$ cat src/rtl/match_event_capture_pkg.sv
// ============================================================================
// Package : match_event_capture_pkg
// Shared widths and FSM encoding for the match event capture stage.
// Revision: 1.0 - initial release
// ============================================================================
`default_nettype none

package match_event_capture_pkg;

  localparam int SEQ_W  = 8;
  localparam int DROP_W = 16;
  localparam int TS_W   = 32;
  localparam int EV_W   = TS_W + SEQ_W;

  typedef enum logic [1:0] {
    ST_IDLE  = 2'd0,
    ST_ARMED = 2'd1,
    ST_HOLD  = 2'd2
  } state_e;

endpackage

`default_nettype wire

$ cat src/rtl/match_event_capture_event_fifo.sv
// ============================================================================
// Module  : event_fifo
// Show-ahead synchronous FIFO with registered count/empty/full flags.
// Revision: 1.0 - initial release
// ============================================================================
`default_nettype none

module event_fifo #(
  parameter int DEPTH_LOG2 = 3,
  parameter int WIDTH      = 40
) (
  input  logic                  clk,
  input  logic                  rst_n,
  input  logic                  push,
  input  logic                  pop,
  input  logic [WIDTH-1:0]      din,
  output logic [WIDTH-1:0]      dout,
  output logic [DEPTH_LOG2:0]   count,
  output logic                  empty,
  output logic                  full
);

  localparam int                  DEPTH    = 1 << DEPTH_LOG2;
  localparam logic [DEPTH_LOG2:0] CNT_ONE  = (DEPTH_LOG2+1)'(1);
  localparam logic [DEPTH_LOG2:0] CNT_FULL = (DEPTH_LOG2+1)'(DEPTH);
  localparam logic [DEPTH_LOG2-1:0] PTR_ONE = (DEPTH_LOG2)'(1);

  logic [WIDTH-1:0]      mem_q [DEPTH];
  logic [DEPTH_LOG2-1:0] wr_ptr_q, rd_ptr_q;
  logic [DEPTH_LOG2:0]   count_q, count_d;
  logic                  empty_q, full_q;
  logic                  do_push, do_pop;

  // A pop frees a slot in the same cycle, so push at full is allowed alongside it.
  assign do_pop  = pop & ~empty_q;
  assign do_push = push & (~full_q | do_pop);

  always_comb begin
    count_d = count_q;
    case ({do_push, do_pop})
      2'b10:   count_d = count_q + CNT_ONE;
      2'b01:   count_d = count_q - CNT_ONE;
      default: count_d = count_q;
    endcase
  end

  always_ff @(posedge clk or negedge rst_n) begin
    if (!rst_n) begin
      wr_ptr_q <= '0;
      rd_ptr_q <= '0;
      count_q  <= '0;
      empty_q  <= 1'b1;
      full_q   <= 1'b0;
    end else begin
      if (do_push) wr_ptr_q <= wr_ptr_q + PTR_ONE;
      if (do_pop)  rd_ptr_q <= rd_ptr_q + PTR_ONE;
      count_q <= count_d;
      empty_q <= (count_d == '0);
      full_q  <= (count_d == CNT_FULL);
    end
  end

  always_ff @(posedge clk) begin
    if (do_push) mem_q[wr_ptr_q] <= din;
  end

  assign dout  = empty_q ? '0 : mem_q[rd_ptr_q];
  assign count = count_q;
  assign empty = empty_q;
  assign full  = full_q;

endmodule

`default_nettype wire

$ cat src/rtl/match_event_capture.sv
// ============================================================================
// Module  : match_event_capture
// Qualifies match pulses, applies holdoff, and queues timestamped events.
// Revision: 1.0 - initial release
// ============================================================================
`default_nettype none

module match_event_capture
  import match_event_capture_pkg::*;
#(
  parameter int DEPTH_LOG2 = 3,
  parameter int HOLD_W     = 16
) (
  input  logic                  clk,
  input  logic                  reset,
  input  logic                  enable,
  input  logic                  rxstrobe,
  input  logic                  valid,
  input  logic                  match,
  input  logic [TS_W-1:0]       timestamp,
  input  logic [HOLD_W-1:0]     holdoff,
  input  logic                  rd_en,
  input  logic                  clr_stat,
  output logic [TS_W-1:0]       ev_ts,
  output logic [SEQ_W-1:0]      ev_seq,
  output logic                  empty,
  output logic                  full,
  output logic [DEPTH_LOG2:0]   ev_count,
  output logic                  overflow,
  output logic [DROP_W-1:0]     drop_cnt
);

  localparam logic [HOLD_W-1:0] HOLD_ONE = HOLD_W'(1);
  localparam logic [SEQ_W-1:0]  SEQ_ONE  = SEQ_W'(1);
  localparam logic [DROP_W-1:0] DROP_ONE = DROP_W'(1);
  localparam logic [DROP_W-1:0] DROP_MAX = '1;

  state_e              state_q, state_d;
  logic [HOLD_W-1:0]   hold_q, hold_d;
  logic [SEQ_W-1:0]    seq_q, seq_d;
  logic                overflow_q, overflow_d;
  logic [DROP_W-1:0]   drop_cnt_q, drop_cnt_d;

  logic                hit, accept, push, drop, pop;
  logic                fifo_full, fifo_empty;
  logic [EV_W-1:0]     fifo_dout;

  assign hit = enable & rxstrobe & valid & match;

  always_comb begin
    state_d = state_q;
    hold_d  = hold_q;
    accept  = 1'b0;
    if (!enable) begin
      state_d = ST_IDLE;
      hold_d  = '0;
    end else begin
      case (state_q)
        ST_IDLE:  state_d = ST_ARMED;
        ST_ARMED: begin
          if (hit) begin
            accept = 1'b1;
            if (holdoff != '0) begin
              hold_d  = holdoff;
              state_d = ST_HOLD;
            end
          end
        end
        ST_HOLD: begin
          if (rxstrobe) begin
            hold_d = hold_q - HOLD_ONE;
            if (hold_q == HOLD_ONE) state_d = ST_ARMED;
          end
        end
        default: state_d = ST_IDLE;
      endcase
    end
  end

  // A simultaneous read frees the slot the full FIFO needs, so no drop then.
  assign pop  = rd_en;
  assign push = accept & (~fifo_full | rd_en);
  assign drop = accept & fifo_full & ~rd_en;

  always_comb begin
    seq_d      = accept ? seq_q + SEQ_ONE : seq_q;
    overflow_d = clr_stat ? 1'b0 : overflow_q;
    drop_cnt_d = clr_stat ? '0 : drop_cnt_q;
    if (drop) begin
      overflow_d = 1'b1;
      if (drop_cnt_d != DROP_MAX) drop_cnt_d = drop_cnt_d + DROP_ONE;
    end
  end

  always_ff @(posedge clk or negedge reset) begin
    if (!reset) begin
      state_q    <= ST_IDLE;
      hold_q     <= '0;
      seq_q      <= '0;
      overflow_q <= 1'b0;
      drop_cnt_q <= '0;
    end else begin
      state_q    <= state_d;
      hold_q     <= hold_d;
      seq_q      <= seq_d;
      overflow_q <= overflow_d;
      drop_cnt_q <= drop_cnt_d;
    end
  end

  event_fifo #(
    .DEPTH_LOG2 (DEPTH_LOG2),
    .WIDTH      (EV_W)
  ) u_event_fifo (
    .clk   (clk),
    .rst_n (reset),
    .push  (push),
    .pop   (pop),
    .din   ({timestamp, seq_q}),
    .dout  (fifo_dout),
    .count (ev_count),
    .empty (fifo_empty),
    .full  (fifo_full)
  );

  assign ev_ts    = fifo_dout[EV_W-1:SEQ_W];
  assign ev_seq   = fifo_dout[SEQ_W-1:0];
  assign empty    = fifo_empty;
  assign full     = fifo_full;
  assign overflow = overflow_q;
  assign drop_cnt = drop_cnt_q;

endmodule

`default_nettype wire
$ cat config.mk
export PLATFORM = sky130hd
export DESIGN_NAME = match_event_capture
export DESIGN_NICKNAME = d
export VERILOG_FILES = /design/src/rtl/match_event_capture_pkg.sv /design/src/rtl/match_event_capture_event_fifo.sv /design/src/rtl/match_event_capture.sv
export SDC_FILE = /design/constraint.sdc
export NUM_CORES = 1
export LEC_CHECK = 0
export CAP_MARGIN = 25
export CORE_UTILIZATION = 45
export DETAILED_ROUTE_END_ITERATION = 6
export GPL_ROUTABILITY_DRIVEN = 0
export PLACE_DENSITY = 0.63
export SLEW_MARGIN = 30
export SYNTH_ARGS = -nofsm -noshare
export SYNTH_HDL_FRONTEND = slang
export SYNTH_HIERARCHICAL = 1
export SYNTH_SLANG_ARGS = --single-unit
$ cat constraint.sdc
create_clock -name clk -period 7.2 [get_ports clk]
set_input_delay 1.08 -clock clk [delete_from_list [all_inputs] [get_ports clk]]
set_output_delay 1.08 -clock clk [all_outputs]
set_load 0.03 [all_outputs]
==> results by group, run 1 <==
Clock network
  • H-tree lvl count: 2
  • Post-CTS sizing: 0
  • Clock transition at path regs: 0.06 ns
  • Clock buffer count from CTS: 40
  • Cts hold-fix bufs: 0
  • Later-pin clock latency in the skew report: 0.53 ns
  • CTS sink cnt: 375
  • Clk root buf: clkbuf_16
  • # Post-CTS Setup Buffers: 0
  • CTS tree: done
  • Max Buffers Root-to-Sink: 3

Routing
  • Final WL: 30900 um
  • DR vias: 8069
  • Via-to-Cell Ratio: 5.49
  • Antenna Nets Post-Route: 0
  • DRC viols: 0
  • Initial DRC Count: 416
  • TritonRoute pass-1 iters: 5
  • DR WL/cell: 21.0 um

Setup path
  • Worst-path maximum fanout: 34
  • CP arrival: 3.57 ns
  • Crit path capture type: output pin
  • Kind of critical path: reg -> out
  • Critical Path Start Type: flop
  • Critical Path RT: 6.12 ns

Timing
  • Setup TNS Final: 0 ns
  • Final Hold Fails: 0
  • Skew final: 0.0227 ns
  • Fmax: 215 MHz
  • Final setup viols: 0
  • Relative slew margins: 0.441
  • Tightest Pin Transition: 0.832 ns
  • Period utilisation layout: 0.645
  • RSZ-0062 raised after global routing: no
  • Tmin final: 4.65 ns
  • Count of pins over their slew limit: 0

Floorplan
  • Top Ports: 119
  • Row cnt: 67
  • Core footprint: 33600 um^2
  • Chip height: 187 um
  • Die W: 187 um
  • Area of the die: 34900 um^2
  • Initial Utilization: 0.458

Synthesis
  • Avg Cell Area, Syn: 18.0 um^2
  • Cell with the most instances after synthesis: edfxtp_1
  • Area share of the largest cell type after synthesis: 0.625
  • Synthesis Warnings: 6
  • Number of enable flip-flop cells after synthesis: 320
  • Synthesized area: 15400 um^2
  • Asr flop ratio synth: 0.147
  • Sequential-to-total area share from yosys stat: 0.714
  • Synth top cells by count: 320 x edfxtp_1, 80 x mux4_2, 60 x nor2_1
  • Synth area leaders: edfxtp_1 62%, mux4_2 12%, dfrtp_1 8.8%
  • Cell taking the most area after synthesis: edfxtp_1
  • FF+latch count, synth: 375
  • Mapped Cells: 854
  • Synthesized net count: 919
  • Post-synthesis cell type count: 65
  • Main synth FF type: edfxtp_1

Power
  • Peak VDD IR: 0.000214 V
  • Final Power: 6720 uW
  • Power per cell area: 365 nW/um^2
  • P_leak: 0.00634 uW

Status
  • Status: completed

GRT
  • Initial antenna violation count: 1
  • Vias in the first global route: 8275
  • Global-route wire length before repair: 48500 um
  • Total gr overflow: 0
  • Largest net degree at the start of global routing: 56
  • Gr usage total: 0.181

Final layout
  • Layout Nets: 1057
  • Antenna Cells: 0
  • Share of layout cells above drive strength 1: 0.178
  • P&R area growth vs syn: 19.9%
  • # fillers: 2603

Placement
  • Post-DP HPWL: 17500 um
  • IO buf count: 118

Flow run
  • Max-cap violation count: 0

Worst hold path
  • Worst hold path type: reg -> reg
-- metrics by stage --
stage / setup slack (ns) / instances / area [um^2] / hold WS, ns / util
after floorplan: 2.22 / 854 / 15400 / 0.464 / -
after global placement: 2.78 / 1394 / 17100 / 0.477 / 0.507
after detailed placement: 2.72 / 1394 / 17100 / 0.478 / 0.507
after CTS: 2.42 / 1467 / 18300 / 0.497 / 0.545
after global routing: 2.26 / 1471 / 18400 / 0.525 / 0.549
final: 2.55 / 1471 / 18400 / 0.496 / 0.549
-- final timing paths --
check / startpoint / end / slack (ns) / cells after the start
max: u_event_fifo/rd_ptr_q[0] / ev_seq[7] / 2.55 / 5
min: overflow / overflow / 0.50 / 1
max reg2reg: u_event_fifo/empty / u_event_fifo/full / 3.99 / 10
min reg2reg: overflow / overflow / 0.50 / 1
max in group asynchronous: reset / u_event_fifo/rd_ptr_q[1] / 5.93 / 2
min in group asynchronous: reset / drop_cnt[13] / 0.70 / 2
-- layout make-up --
cell class              instances  area, um^2  share of cell area
clock buffers                  46        1020              0.0555
clock inverters                27         255              0.0138
inverters                       8        30.0             0.00163
multi-input cells             431        4190               0.227
flip-flops and latches        375       11000               0.596
well taps                     448         561              0.0304
repair buffers                136        1390              0.0754
-- where the power goes --
part	switching, uW	total [uW]	internal [uW]
sequential	244	2680	2440
clock	815	1990	1170
combinational	1060	2060	1000
-- layout by cell type, fill, tap and decap left out, types with 11 or more instances in the layout --
cell,instances
a21oi_1,21
buf_4,14
clkbuf_16,40
clkdlybuf4s50_1,117
dfrtp_1,51
edfxtp_1,320
mux2i_1,42
mux4_2,80
nand2_1,39
nor2_1,54
nor4_1,11
o21ai_0,26
xnor2_1,13
-- registers in the layout (all words and copies together) (netlist names) --
register               flops
overflow                   1
u_event_fifo/wr_ptr_q      3
u_event_fifo/full          1
state_q                    2
u_event_fifo/mem_q       320
u_event_fifo/empty         1
drop_cnt                  16
u_event_fifo/count         4
hold_q                    16
u_event_fifo/rd_ptr_q      3
seq_q                      8
-- worst max-delay path, cell delays in order (launching register included) --
cell,delay (ns)
dfrtp_4,0.88
buf_4,0.59
mux4_2,0.58
mux2i_1,0.26
nor2_1,0.07
clkdlybuf4s50_1,0.61
-- layer usage --
layer / global-route usage / wire length (um) / vias up
li1: - / - / 3695
met1: 0.257 / 13800 / 4116
met2: 0.288 / 14800 / 214
met3: 0.0392 / 1790 / 42
met4: 0.0410 / 451 / 2
met5: 0 / 11 / -
-- kinds of logic after synthesis --
logic type | share of synthesized area
AOI/OAI and AO/OA | 0.0363
xor gates and xnor gates | 0.0141
adders and majority gates | 0.00732
buffers and inverters | 0.0174
DFF | 0.714
muxes | 0.148
and+or+nand+nor | 0.0627
(Power assumes the default switching activity.)
==> run 2: changes to the inputs <==
==> constraint.sdc (replaced) <==
create_clock -name clk -period 4.65 [get_ports clk]
set_input_delay 0.6975 -clock clk [delete_from_list [all_inputs] [get_ports clk]]
set_output_delay 0.6975 -clock clk [all_outputs]
set_load 0.03 [all_outputs]
==> results by group, run 2 (synthesis gave the netlist of run 1 again) <==
Final layout
  • Antenna Cells: 0
  • Max reg flops: 320
  • FF/Latch Area: 11000 um^2
  • Final std cell area, no fill: 18400 um^2
  • Commonest cells after routing, fill and taps aside: 320 x edfxtp_1, 117 x clkdlybuf4s50_1, 80 x mux4_2
  • Share of layout cells above drive strength 1: 0.177
  • # fillers: 2596
  • Multi-input gate area: 4190 um^2
  • P&R area growth vs syn: 19.4%
  • Reg with most FFs: u_event_fifo/mem_q
  • Commonest non-fill, non-tap cell in the layout: edfxtp_1
  • Layout Nets: 1059

Setup path
  • Worst-path maximum fanout: 34
  • Kind of critical path: reg -> out
  • Crit path capture type: output pin
  • Critical Path Start Type: flop
  • CP arrival: 3.18 ns
  • Critical Path RT: 3.95 ns

GRT
  • Largest net degree at the start of global routing: 56
  • Total gr overflow: 0
  • Gr usage total: 0.177
  • Global-route wire length before repair: 47700 um
  • Initial antenna violation count: 1
  • Vias in the first global route: 8256

Clock network
  • Post-CTS sizing: 0
  • CTS sink cnt: 375
  • Later-pin clock latency in the skew report: 0.52 ns
  • # Post-CTS Setup Buffers: 0
  • Clock transition at path regs: 0.06 ns
  • H-tree lvl count: 2
  • Clk root buf: clkbuf_16
  • Clock buffer count from CTS: 39
  • CTS tree: done
  • Cts hold-fix bufs: 0
  • Max Buffers Root-to-Sink: 3

Timing
  • Final Hold Fails: 0
  • Final setup viols: 0
  • Relative slew margins: 0.414
  • RSZ-0062 raised after global routing: no
  • Skew final: 0.0170 ns
  • Count of pins over their slew limit: 0
  • Fmax: 258 MHz
  • Setup TNS Final: 0 ns
  • Tmin final: 3.88 ns
  • Period utilisation layout: 0.834
  • Tightest Pin Transition: 0.879 ns

Routing
  • DR WL met3: 1620 um
  • TritonRoute pass-1 iters: 4
  • DR vias: 8137
  • DR WL/cell: 20.6 um
  • Initial DRC Count: 517
  • Max layer used: met5
  • Met2 Routed Length: 14400 um
  • DRC viols: 0
  • Final WL: 30300 um
  • Antenna Nets Post-Route: 0
  • Via-to-Cell Ratio: 5.53
  • Met1 WL: 13900 um

Placement
  • Placed cell area: 17200 um^2
  • Post-DP HPWL: 17400 um
  • IO buf count: 118

Power
  • Sequential Power Share: 0.396
  • Switching Fraction: 0.320
  • Logic pwr share: 0.328
  • Peak VDD IR: 0.000325 V
  • Power per cell area: 555 nW/um^2
  • Internal power: 6930 uW
  • Clock share of power: 0.275
  • P_leak: 0.00629 uW
  • Sw Pwr: 3260 uW

Floorplan
  • Chip height: 187 um
  • Initial Utilization: 0.458
  • Die W: 187 um
  • Area of the die: 34900 um^2
  • Row cnt: 67
  • Core footprint: 33600 um^2
  • Top Ports: 119

Flow run
  • Max-cap violation count: 0

Worst hold path
  • Worst hold path type: in -> async

Status
  • Status: completed
[run 2: cell count changes in the layout (fill, tap and decap cells not counted), moves of 2 or more]
cell       previous run  this run
buf_4                14        12
bufinv_16             4         0
clkinv_1             10         8
buf_12                0         9
buf_16                4         0
clkbuf_1              6         9
[run 2: path summary, 6_finish.rpt]
kind | from | endpoint | slack [ns] | cells past startpoint
max | u_event_fifo/rd_ptr_q[0] | ev_ts[31] | 0.77 | 5
min | reset | drop_cnt[14] | 0.32 | 2
max reg2reg | state_q[1] | u_event_fifo/full | 1.58 | 11
min reg2reg | overflow | overflow | 0.49 | 1
max in group asynchronous | reset | u_event_fifo/rd_ptr_q[1] | 3.77 | 2
min in group clk | overflow | overflow | 0.49 | 1
[run 2: through the flow]
step | setup slack (ns) | hold WS (ns) | util | power [uW] | cells
after global placement | 0.710 | 0.482 | 0.512 | 7510 | 1401
after floorplan | 0.0512 | 0.402 | - | 6350 | 854
after global routing | 0.577 | 0.384 | 0.547 | 10700 | 1471
final | 0.771 | 0.325 | 0.547 | 10200 | 1471
after detailed placement | 0.665 | 0.468 | 0.512 | 7510 | 1401
after CTS | 0.708 | 0.355 | 0.547 | 10300 | 1471
[run 2: worst max-delay path, stage by stage (launching register included)]
cell             delay (ns)
dfrtp_4                0.81
buf_12                 0.34
mux4_2                 0.55
mux2i_1                0.23
nor2_1                 0.06
clkdlybuf4s50_1        0.61
[run 2: area by class of cell]
cell class / instances / area share
Clock inverter: 21 / 0.00735
Clock buffer: 49 / 0.0557
Inverter: 8 / 0.00163
Tap cell: 448 / 0.0305
Sequential cell: 375 / 0.598
Timing Repair Buffer: 139 / 0.0787
Multi-Input combinational cell: 431 / 0.228
[run 2: power groups by stage]
stage,registers (uW),clock network [uW],logic (uW)
final,4040,2810,3350
after global routing,4070,3010,3590
after CTS,4050,2870,3410
after detailed placement,4120,0,3400
after global placement,4120,0,3390
after floorplan,3960,0,2400
[run 2: metal layers]
layer  vias to the layer above  track usage
met3                        41       0.0351
met2                       213        0.286
met4                         2       0.0388
met1                      4175        0.252
li1                       3706            -
met5                         -            0
==> run 3: changes to the inputs <==
--- a/config.mk
+++ b/config.mk
@@ -9,7 +9,7 @@
 export CORE_UTILIZATION = 45
 export DETAILED_ROUTE_END_ITERATION = 6
 export GPL_ROUTABILITY_DRIVEN = 0
-export PLACE_DENSITY = 0.63
+export PLACE_DENSITY = 0.66
 export SLEW_MARGIN = 30
 export SYNTH_ARGS = -nofsm -noshare
 export SYNTH_HDL_FRONTEND = slang
==> constraint.sdc (replaced) <==
create_clock -name clk -period 3.5 [get_ports clk]
set_input_delay 0.525 -clock clk [delete_from_list [all_inputs] [get_ports clk]]
set_output_delay 0.525 -clock clk [all_outputs]
set_load 0.03 [all_outputs]
==> results by group, run 3 (synthesis gave the netlist of run 1 again) <==
Timing
  • Setup TNS Final: 0 ns
  • Tmin final: 3.36 ns
  • Period utilisation layout: 0.961
  • Final setup viols: 0
  • RSZ-0062 raised after global routing: no
  • Tightest Pin Transition: 0.818 ns
  • Skew final: 0.0106 ns
  • Count of pins over their slew limit: 0
  • Final Hold Fails: 0
  • Worst Slack Setup Final: 0.135 ns
  • Fmax: 297 MHz
  • Relative slew margins: 0.455

GRT
  • Global-route wire length before repair: 47700 um
  • Vias in the first global route: 8429
  • Initial antenna violation count: 0
  • Busiest grt layer: met2
  • Met3 GRT Util: 0.0343
  • Gr usage total: 0.176
  • Total gr overflow: 0
  • Met2 Usage GRT: 0.298
  • M1 GR Usage: 0.237
  • Largest net degree at the start of global routing: 56

Flow run
  • Max-cap violation count: 0

Setup path
  • Kind of critical path: reg -> out
  • Crit path capture type: output pin
  • R2R cell count: 11
  • Worst-path maximum fanout: 36
  • Critical Path Start Type: flop
  • Setup slack, reg-to-reg: 0.59 ns
  • Critical R2R Capture: u_event_fifo/full
  • Critical Path RT: 2.97 ns
  • CP arrival: 2.84 ns
  • Critical register-to-register path startpoint: state_q[1]

Status
  • Status: completed

Routing
  • TritonRoute pass-1 iters: 4
  • Final WL: 30400 um
  • Antenna Nets Post-Route: 0
  • Initial DRC Count: 474
  • Via-to-Cell Ratio: 5.50
  • DR WL/cell: 20.4 um
  • DR vias: 8178
  • DRC viols: 0

Clock network
  • H-tree lvl count: 2
  • CTS sink cnt: 375
  • Cts hold-fix bufs: 0
  • Clk root buf: clkbuf_16
  • Clock buffer count from CTS: 40
  • Max Buffers Root-to-Sink: 3
  • CTS tree: done
  • Later-pin clock latency in the skew report: 0.53 ns
  • Clock transition at path regs: 0.06 ns

Floorplan
  • Chip height: 187 um
  • Die W: 187 um
  • Area of the die: 34900 um^2
  • Row cnt: 67
  • Core footprint: 33600 um^2
  • Top Ports: 119
  • Initial Utilization: 0.458

Placement
  • Pre-CTS setup slack: 0.0724 ns
  • IO buf count: 118
  • Post-DP HPWL: 17400 um

Power
  • Peak VDD IR: 0.000440 V
  • Power per cell area: 753 nW/um^2
  • Clock share of power: 0.294
  • Logic pwr share: 0.329
  • Sequential Power Share: 0.377
  • P_leak: 0.00645 uW
  • Sw Pwr: 4420 uW
  • Internal power: 9660 uW
  • Switching Fraction: 0.314

Final layout
  • Commonest cells after routing, fill and taps aside: 320 x edfxtp_1, 116 x clkdlybuf4s50_1, 80 x mux4_2
  • Share of layout cells above drive strength 1: 0.194
  • # fillers: 2593
  • Commonest non-fill, non-tap cell in the layout: edfxtp_1
  • Max reg flops: 320
  • FF/Latch Area: 11000 um^2
  • Antenna Cells: 0
  • P&R area growth vs syn: 21.4%
  • Layout Nets: 1074
  • Multi-input gate area: 4200 um^2
  • Final Core Density: 0.556
  • Reg with most FFs: u_event_fifo/mem_q

Worst hold path
  • Worst hold path type: in -> async
[run 3: how the worst max path moves through the flow]
stage | from | endpoint | slack [ns] | cells past startpoint
after floorplan | match | u_event_fifo/mem_q[6][0] | 0.15 | 5
after global placement | match | u_event_fifo/full | 0.14 | 12
after detailed placement | match | u_event_fifo/full | 0.07 | 12
after CTS | u_event_fifo/rd_ptr_q[1] | ev_ts[16] | 0.09 | 5
after global routing | u_event_fifo/rd_ptr_q[1] | ev_ts[16] | 0.02 | 5
final | u_event_fifo/rd_ptr_q[1] | ev_ts[7] | 0.14 | 5
[run 3: layout make-up]
cell class / count / area share
clock inverters: 20 / 0.0119
clock buffers: 52 / 0.0582
multi-input cells: 431 / 0.225
flip-flops and latches: 375 / 0.588
repair buffers: 153 / 0.0852
well taps: 448 / 0.0300
inverters: 8 / 0.00161
[run 3: through the flow]
| step | area, um^2 | hold WS, ns | power [uW] | instances |
|---|---|---|---|---|
| floorplan | 15400 | 0.229 | 8440 | 854 |
| global placement | 17400 | 0.478 | 10100 | 1413 |
| detailed placement | 17400 | 0.480 | 10100 | 1413 |
| CTS | 18700 | 0.166 | 14300 | 1487 |
| global route | 18700 | 0.214 | 14700 | 1487 |
| finish | 18700 | 0.130 | 14100 | 1487 |
[run 3: what timing repair did]
item / CTS / global route
gates resized for setup: 0 / 1
setup endpoints to repair: 1 / 1
endpoints found under the hold margin: 0 / 0
buffers inserted: 2 / 0
[run 3: routing by layer]
layer,vias up,wire length [um]
met3,42,1570
met4,0,488
li1,3734,-
met5,-,0
met2,209,15100
met1,4193,13200
[run 3: power groups by stage]
stage | clock, uW | combinational (uW) | sequential (uW)
finish | 4140 | 4630 | 5310
global route | 4420 | 4940 | 5340
CTS | 4250 | 4710 | 5320
detailed placement | 0 | 4640 | 5430
global placement | 0 | 4620 | 5430
floorplan | 0 | 3180 | 5260
[run 3: critical path: stages, from the launching register on]
cell and delay, ns:
dfrtp_4 0.78, buf_4 0.32, mux4_2 0.31, mux2i_1 0.18
nor2_1 0.08, clkdlybuf4s50_1 0.62
